File: src/rtl/pattern_tx.sv
// Serial pattern transmitter: shifts a parallel word out MSB first on w and
// keeps a saturating count of the overlapping 110/101 triples seen on the line.
module pattern_tx #(
  parameter int WIDTH   = 8,
  parameter int LEN_W   = 4,
  parameter int MATCH_W = 8
) (
  input  logic               clk,
  input  logic               reset,
  input  logic               load,
  input  logic [WIDTH-1:0]   data,
  input  logic [LEN_W-1:0]   len,
  input  logic               clr_cnt,
  output logic               ready,
  output logic               w,
  output logic               w_valid,
  output logic               done,
  output logic [MATCH_W-1:0] match_cnt
);

  localparam logic [1:0] ST_IDLE  = 2'd0;
  localparam logic [1:0] ST_SHIFT = 2'd1;
  localparam logic [1:0] ST_DONE  = 2'd2;

  localparam logic [LEN_W-1:0]   WIDTH_L   = LEN_W'(WIDTH);
  localparam logic [LEN_W-1:0]   LEN_ZERO  = {LEN_W{1'b0}};
  localparam logic [LEN_W-1:0]   LEN_ONE   = LEN_W'(1);
  localparam logic [MATCH_W-1:0] MATCH_MAX = {MATCH_W{1'b1}};
  localparam logic [MATCH_W-1:0] MATCH_ONE = MATCH_W'(1);

  function automatic logic is_match(input logic [2:0] triple);
    is_match = (triple == 3'b110) || (triple == 3'b101);
  endfunction

  logic [1:0]         state_q, state_d;
  logic [WIDTH-1:0]   shreg_q, shreg_d;
  logic [LEN_W-1:0]   cnt_q, cnt_d;
  logic               w_q, w_d;
  logic               valid_q, valid_d;
  logic               done_q, done_d;
  logic               ready_q, ready_d;
  logic [1:0]         hist_q, hist_d;
  logic [MATCH_W-1:0] match_q, match_d;
  logic [LEN_W-1:0]   eff_len_s;
  logic               accept_s;

  // Clamp the requested length to the frame width and qualify the handshake.
  always_comb begin
    eff_len_s = len;
    if (len > WIDTH_L) begin
      eff_len_s = WIDTH_L;
    end else begin
      eff_len_s = len;
    end
    accept_s = (state_q == ST_IDLE) && ready_q && load && (eff_len_s != LEN_ZERO);
  end

  // Frame sequencing; outputs are registered decodes of the current state,
  // so the line lags the state by one clock.
  always_comb begin
    state_d = state_q;
    shreg_d = shreg_q;
    cnt_d   = cnt_q;
    case (state_q)
      ST_IDLE: begin
        if (accept_s) begin
          shreg_d = data << (WIDTH_L - eff_len_s);
          cnt_d   = eff_len_s;
          state_d = ST_SHIFT;
        end else begin
          state_d = ST_IDLE;
        end
      end
      ST_SHIFT: begin
        shreg_d = shreg_q << 1;
        cnt_d   = cnt_q - LEN_ONE;
        if (cnt_q == LEN_ONE) begin
          state_d = ST_DONE;
        end else begin
          state_d = ST_SHIFT;
        end
      end
      ST_DONE: begin
        state_d = ST_IDLE;
      end
      default: begin
        state_d = ST_IDLE;
        shreg_d = {WIDTH{1'b0}};
        cnt_d   = LEN_ZERO;
      end
    endcase

    w_d     = (state_q == ST_SHIFT) ? shreg_q[WIDTH-1] : 1'b0;
    valid_d = (state_q == ST_SHIFT);
    done_d  = (state_q == ST_DONE);
    ready_d = (state_q == ST_IDLE) && !accept_s;
  end

  // Line history and match counter; idle zeros are real line bits too.
  always_comb begin
    hist_d  = {hist_q[0], w_q};
    match_d = match_q;
    if (clr_cnt) begin
      match_d = {MATCH_W{1'b0}};
    end else if (is_match({hist_q, w_q}) && (match_q != MATCH_MAX)) begin
      match_d = match_q + MATCH_ONE;
    end else begin
      match_d = match_q;
    end
  end

  // State and output registers.
  always_ff @(posedge clk or negedge reset) begin
    if (!reset) begin
      state_q <= ST_IDLE;
      shreg_q <= {WIDTH{1'b0}};
      cnt_q   <= LEN_ZERO;
      w_q     <= 1'b0;
      valid_q <= 1'b0;
      done_q  <= 1'b0;
      ready_q <= 1'b1;
      hist_q  <= 2'b00;
      match_q <= {MATCH_W{1'b0}};
    end else begin
      state_q <= state_d;
      shreg_q <= shreg_d;
      cnt_q   <= cnt_d;
      w_q     <= w_d;
      valid_q <= valid_d;
      done_q  <= done_d;
      ready_q <= ready_d;
      hist_q  <= hist_d;
      match_q <= match_d;
    end
  end

  assign ready     = ready_q;
  assign w         = w_q;
  assign w_valid   = valid_q;
  assign done      = done_q;
  assign match_cnt = match_q;

endmodule
File: config.mk
export PLATFORM = sky130hd
export DESIGN_NAME = pattern_tx
export DESIGN_NICKNAME = d
export VERILOG_FILES = /design/src/rtl/pattern_tx.sv
export SDC_FILE = /design/constraint.sdc
export NUM_CORES = 1
export LEC_CHECK = 0
export BUFFER_PORTS_ARGS = -buffer_cell sky130_fd_sc_hd__buf_2
export CORE_ASPECT_RATIO = 1.25
export CORE_MARGIN = 2
export CORE_UTILIZATION = 30
export DETAILED_ROUTE_END_ITERATION = 6
export PLACE_DENSITY = 0.54
export REMOVE_ABC_BUFFERS = 1
export SETUP_SLACK_MARGIN = 0.4
export SYNTH_ARGS = -nofsm -noshare
export SYNTH_HDL_FRONTEND = slang
export SYNTH_SLANG_ARGS = --single-unit
export TNS_END_PERCENT = 1
File: constraint.sdc
create_clock -name clk -period 2.1 [get_ports clk]
set_clock_uncertainty 0.05 [all_clocks]
set_input_delay 0.21 -clock clk [delete_from_list [all_inputs] [get_ports clk]]
set_output_delay 0.21 -clock clk [all_outputs]
set_load 0.005 [all_outputs]
---- After elaboration in Yosys (flattened, before gate mapping) ----
Cells that the tools add are included.
operators by class
  mux-type cells .......................... 11
  equal/unequal tests ..................... 7
  reduce and logical (&&, ||, !) cells .... 11
  $lt $le $gt $ge ......................... 1
  shift-type cells ........................ 1
  add/sub/neg operators ................... 3
  bitwise gates (word level) .............. 1
operator list
  cell                                                                   count
  8-bit two-way mux                                                      3
  8-bit one-hot mux with 3 select lines                                  1
  4-bit one-hot mux with 3 select lines                                  1
  8-bit by 1-bit adder with 8-bit output, second input constant          1
  4-bit two-way mux                                                      2
  8-bit inequality test, second input constant                           1
  8-bit by 4-bit left shift with 8-bit output                            1
  3-bit equality test, second input constant                             2
  1-bit logical AND                                                      5
  4-bit by 1-bit equality test with 1-bit output, second input constant  1
  4-bit > comparator, second input constant                              1
  2-bit one-hot mux with 2 select lines                                  1
  4-bit nonzero test                                                     1
  4-bit by 1-bit subtractor with 4-bit output, second input constant     1
  4-bit subtractor, first input constant                                 1
  2-bit by 1-bit equality test with 1-bit output, second input constant  1
  2-bit equality test, second input constant                             1
  2-bit logical NOT                                                      1
  1-bit two-way mux                                                      2
  2-bit two-way mux                                                      1
  2-bit inequality test, second input constant                           1
  2-bit AND reduction                                                    1
  2-bit nonzero test                                                     1
  1-bit logical NOT                                                      1
  2 further kinds                                                        2
storage, ports and cells
  logic and storage cells ................. 44
  input bits .............................. 16
  bits in registers ....................... 28
  output and inout bits ................... 12

---- Longest topological paths before layout ----
  depth after elaboration ................. 6
  mapped depth ............................ 9
  depth with buffers taken out ............ 8

---- Worst setup path before layout ----
No wires, ideal clock.
  path kind ............................... input-to-reg
  start ................................... input len[0]
  end ..................................... register shreg_q[2]
  path buffers ............................ 1
  data required time ...................... 1924 ps
  setup slack ............................. 50 ps
  data arrival time ....................... 1874 ps
  setup time .............................. 126 ps
  stages on the path ...................... 9
  cells stage by stage .................... nor2b_2 -> buf_6 -> inv_1 -> ha_1 -> nor3b_2 -> nor3_4 -> or2_4 -> and3_1 -> a221o_1
on the way
  cells in the longest elaborated chain, start to end .. 6
  elaborated cells between the ends (all ways) .. 10
  classes of those cells .................. add/sub (1); order compare (1); eq/ne (1); shift (1); mux (3); reduce/logical (3)
RTL lines
  what                                                                                     line    text
  start, declared                                                                          12      input logic [LEN_W-1:0] len,
  4-bit > comparator                                                                       50      if (len > WIDTH_L) begin
  4-bit two-way mux (*)                                                                    50
  4-bit subtractor / 4-bit nonzero test (equally long branches)                            67, 55
  8-bit by 4-bit left shift with 8-bit output / 1-bit logical AND (equally long branches)  67, 55
  8-bit two-way mux / 2-bit inequality test (equally long branches)                        -
  8-bit one-hot mux with 3 select lines / 2-bit AND reduction (equally long branches)      -
  end signal, assigned                                                                     116     shreg_q <= {WIDTH{1'b0}};
  end signal, assigned                                                                     126     shreg_q <= shreg_d;
  end, declared                                                                            36      logic [WIDTH-1:0] shreg_q, shreg_d;
Mark *: on every way between the ends. The rest lies on a longest branch, timed or not. The select of a mux whose other input is x is not followed.
A chain may end at the register's enable or synchronous reset.

---- Worst setup path in the final report ----
  start ................................... register hist_q[0]
  end ..................................... register match_q[5], in the netlist match_cnt[5]
on the way
  cells in the longest elaborated chain, start to end .. 4
  elaborated cells between the ends (all ways) .. 5
  classes of those cells .................. eq/ne (2); reduce/logical (3)
RTL lines
  what                                     line  text
  start, declared                          42    logic [1:0] hist_q, hist_d;
  start signal, assigned                   132   hist_q <= hist_d;
  3-bit equality test                      32    is_match = (triple == 3'b110) || (triple == 3'b101);
  1-bit logical OR (*)                     32
  1-bit logical AND (*)                    105   end else if (is_match({hist_q, w_q}) && (match_q != MATCH_MAX)) begin
  2-bit nonzero test (no source line) (*)  -
  end signal, assigned                     123   match_q <= {MATCH_W{1'b0}};
  end signal, assigned                     133   match_q <= match_d;
  end, declared                            43    logic [MATCH_W-1:0] match_q, match_d;
Mark *: on every way between the ends. The rest lies on a longest branch, timed or not.

==> results.sh <==
export IMPL_status="completed"
export IMPL_clk_path_buf_depth=2
export IMPL_start_kind="register"
export IMPL_yosysTopAreaCellShare_pct=40.9
export IMPL_ys_flop_type="dfrtp_1"
export IMPL_vias_per_cell=5.05
export IMPL_synth_common_cells="dfrtp_1 (27), nand2_1 (12), nor2_1 (12), a21oi_1 (11), mux2i_1 (8)"
export IMPL_ys_warn_count=0
export IMPL_synth_top_area_cell="dfrtp_1"
export IMPL_r2r_start="hist_q[0]"
export IMPL_firstDrtPassIters=4
export IMPL_netlist_instances=162
export IMPL_hold_path_startpoint="clr_cnt"
export IMPL_gp_congestion=0.774
export IMPL_grt_ovfl_total=0
export IMPL_slew_violations=0
export IMPL_cp_max_fo=5
export IMPL_rsz0062_at_grt="true"
export IMPL_root_buffer="clkbuf_8"
export IMPL_fin_util_pct=38.3
export IMPL_fin_nets=225
export IMPL_fmax_ghz=0.600
export IMPL_power_density_nw_per_um2=962
export IMPL_die_h_um=87.0
export IMPL_die_w_um=70.4
export IMPL_crit_type="register to register"
export IMPL_cts_htree_levels=1
export IMPL_synth_edf_count=0
export IMPL_start_util_pct=30.8
export IMPL_layout_drive_gt1_share_pct=33.8
export IMPL_sw_frac_of_total_pct=36.8
export IMPL_antenna_found_initial=0
export IMPL_min_path_cells=2
export IMPL_grt_pass1_vias=1327
export IMPL_wl_per_cell_um=13.5
export IMPL_relSlewSlack_pct=58.5
export IMPL_rows=30
export IMPL_reg2regPathDepth=5
export IMPL_power_mw=1.98
export IMPL_hpwl_um=2730
export IMPL_drt_iter0_markers=32
export IMPL_crit_path_end_kind="register"
export IMPL_synth_most_common_cell="dfrtp_1"
export IMPL_clock_latency_ps=270
export IMPL_grt_pass1_wl_um=6250
export IMPL_p_leak_nw=0.940
export IMPL_groute_usage_overall_pct=12.7
export IMPL_finalCritPeriodShare_pct=79.4
export IMPL_share_comb_of_total_power_pct=42.8
export IMPL_drc=0
export IMPL_grt_max_degree=29
export IMPL_cts_sinks=28
export IMPL_cts_tree="built"
export IMPL_hold_path_endpoint="match_cnt[3]"
export IMPL_ys_ff_latch=28
export IMPL_r2r_end="match_cnt[5]"
export IMPL_hold_viol=0
export IMPL_cts_buffers=3
export IMPL_cap_violations=0
export IMPL_pwr_share_clk_pct=15.2
export IMPL_power_switching_uw=728
export IMPL_yosysUniqueCellTypes=56
export IMPL_clkTransAtPathRegs_ps=100
export IMPL_seqPwrFrac_pct=42.0
export IMPL_area_growth_pct=24.5
export IMPL_antenna_left=0
export IMPL_synthTopCellsByArea="dfrtp_1 (41%), mux2i_1 (4.8%), a21oi_1 (3.3%)"
export IMPL_setup_viol=0
export IMPL_die_area_um2=6120
export IMPL_synth_area_um2=1650
export IMPL_vias=1353
export IMPL_final_min_clock_period_ps=1670
export IMPL_p_int_mw=1.25
export IMPL_ir_worst_vdd_v=0.000307
export IMPL_cp_required_ps=2210
export IMPL_crit_arrival_ps=1780
export IMPL_routed_wl_um=3620
export IMPL_core_um2=5370
export IMPL_worst_pin_slew_ps=622
export IMPL_rrSetupSlack_ps=430
export IMPL_seq_area_frac_synth_pct=42.5
export IMPL_n_fill_cell=545
export IMPL_min_path_type="primary input to register"
export IMPL_diodes=0
export IMPL_placement_io_buffers=27
export IMPL_syn_avg_cell_area_um2=10.2
export IMPL_synthArstFlopShare_pct=100
export IMPL_io_pins=28
-- cell type report --
class / instances / area, um^2 / share of cell area (%)
Tap cell: 64 / 80.1 / 3.89
Sequential cell: 28 / 703 / 34.2
Timing Repair Buffer: 44 / 265 / 12.9
Multi-Input combinational cell: 122 / 942 / 45.8
Inverter: 6 / 22.5 / 1.09
Clock buffer: 4 / 45.0 / 2.19
-- state kept, by name, indices dropped and copies added (netlist names), 2 cells and up --
signal / count
cnt_q: 4
shreg_q: 8
hist_q: 2
state_q: 2
match_cnt: 8
-- routing by layer --
metal	up-vias	track usage [%]	wire [um]
met2	30	21.9	1810
met1	648	16.6	1650
met5	-	0	0
met4	0	3.67	25
met3	2	1.74	132
li1	673	-	-
-- cells by family after synthesis --
group / Yosys count / share of synthesized area [%]
simple gates: 64 / 22.6
xor+xnor: 8 / 4.69
buf+inv: 12 / 3.33
mux: 11 / 8.48
flops: 28 / 42.5
fa+ha+maj: 4 / 3.03
compound gates: 35 / 15.4
-- worst max path at each step --
stage / from / end / slack, ps / cells after the start
2_1_floorplan: len[0] / shreg_q[3] / -40 / 8
3_3_place_gp: len[0] / shreg_q[5] / 120 / 8
3_5_place_dp: len[0] / shreg_q[2] / 100 / 9
4_1_cts: match_cnt[3] / match_cnt[5] / 390 / 4
5_1_grt: hist_q[0] / match_cnt[5] / 370 / 5
6_report: hist_q[0] / match_cnt[5] / 430 / 5
-- metrics by stage --
step | worst slack, ps | area, um^2 | hold slack (ps) | TNS [ps] | instances
2_1_floorplan | -37.8 | 1620 | -136 | -68.5 | 156
3_3_place_gp | 117 | 1920 | 223 | 0 | 258
3_5_place_dp | 97.8 | 1920 | 226 | 0 | 258
4_1_cts | 389 | 1990 | 167 | 0 | 265
5_1_grt | 370 | 2060 | 182 | 0 | 268
6_report | 432 | 2060 | 175 | 0 | 268
-- worst max-delay path, cell delays in order, from the launching register on --
cell,delay (ps)
dfrtp_1,420
xor2_2,200
nand2_2,120
a311oi_4,360
nand3_2,120
mux2_4,300
-- placed cells by master, fill, tap and decap left out, types with 2 or more instances in the layout --
cell type	Yosys	final
dfrtp_1	27	26
nor3b_1	3	3
clkbuf_8	0	3
nand2_1	12	11
buf_4	0	16
a221o_1	3	3
xor2_1	5	4
mux4_2	2	2
nor2b_1	4	4
buf_2	2	27
a21oi_1	11	11
mux2i_1	8	8
nor4_1	2	2
and3_1	2	2
and2_1	2	2
o21ai_1	2	2
nand3_1	4	4
o21ai_0	4	4
nor2_1	12	12
a22oi_1	2	2
nand2b_1	3	3
nor3_1	7	6
xnor2_1	2	2
ha_1	4	3
inv_1	5	5
-- power groups by stage --
stage	Combinational (mW)	Clock (mW)	Sequential [mW]
after CTS	0.829	0.316	0.823
after global placement	0.823	0	0.833
after global routing	0.967	0.334	0.851
final	0.848	0.301	0.831
after floorplan	0.511	0	0.834
after detailed placement	0.826	0	0.830
-- repair_timing --
action / CTS / global route
setup endpoints to repair: 2 / 15
setup buffers: 2 / 3
resized for setup: 1 / 8
pin swaps: 1 / 2
endpoints found under the hold margin: 27 / 0
hold buffers: 1 / 0
Note: power is estimated with default switching activity, not from simulation.
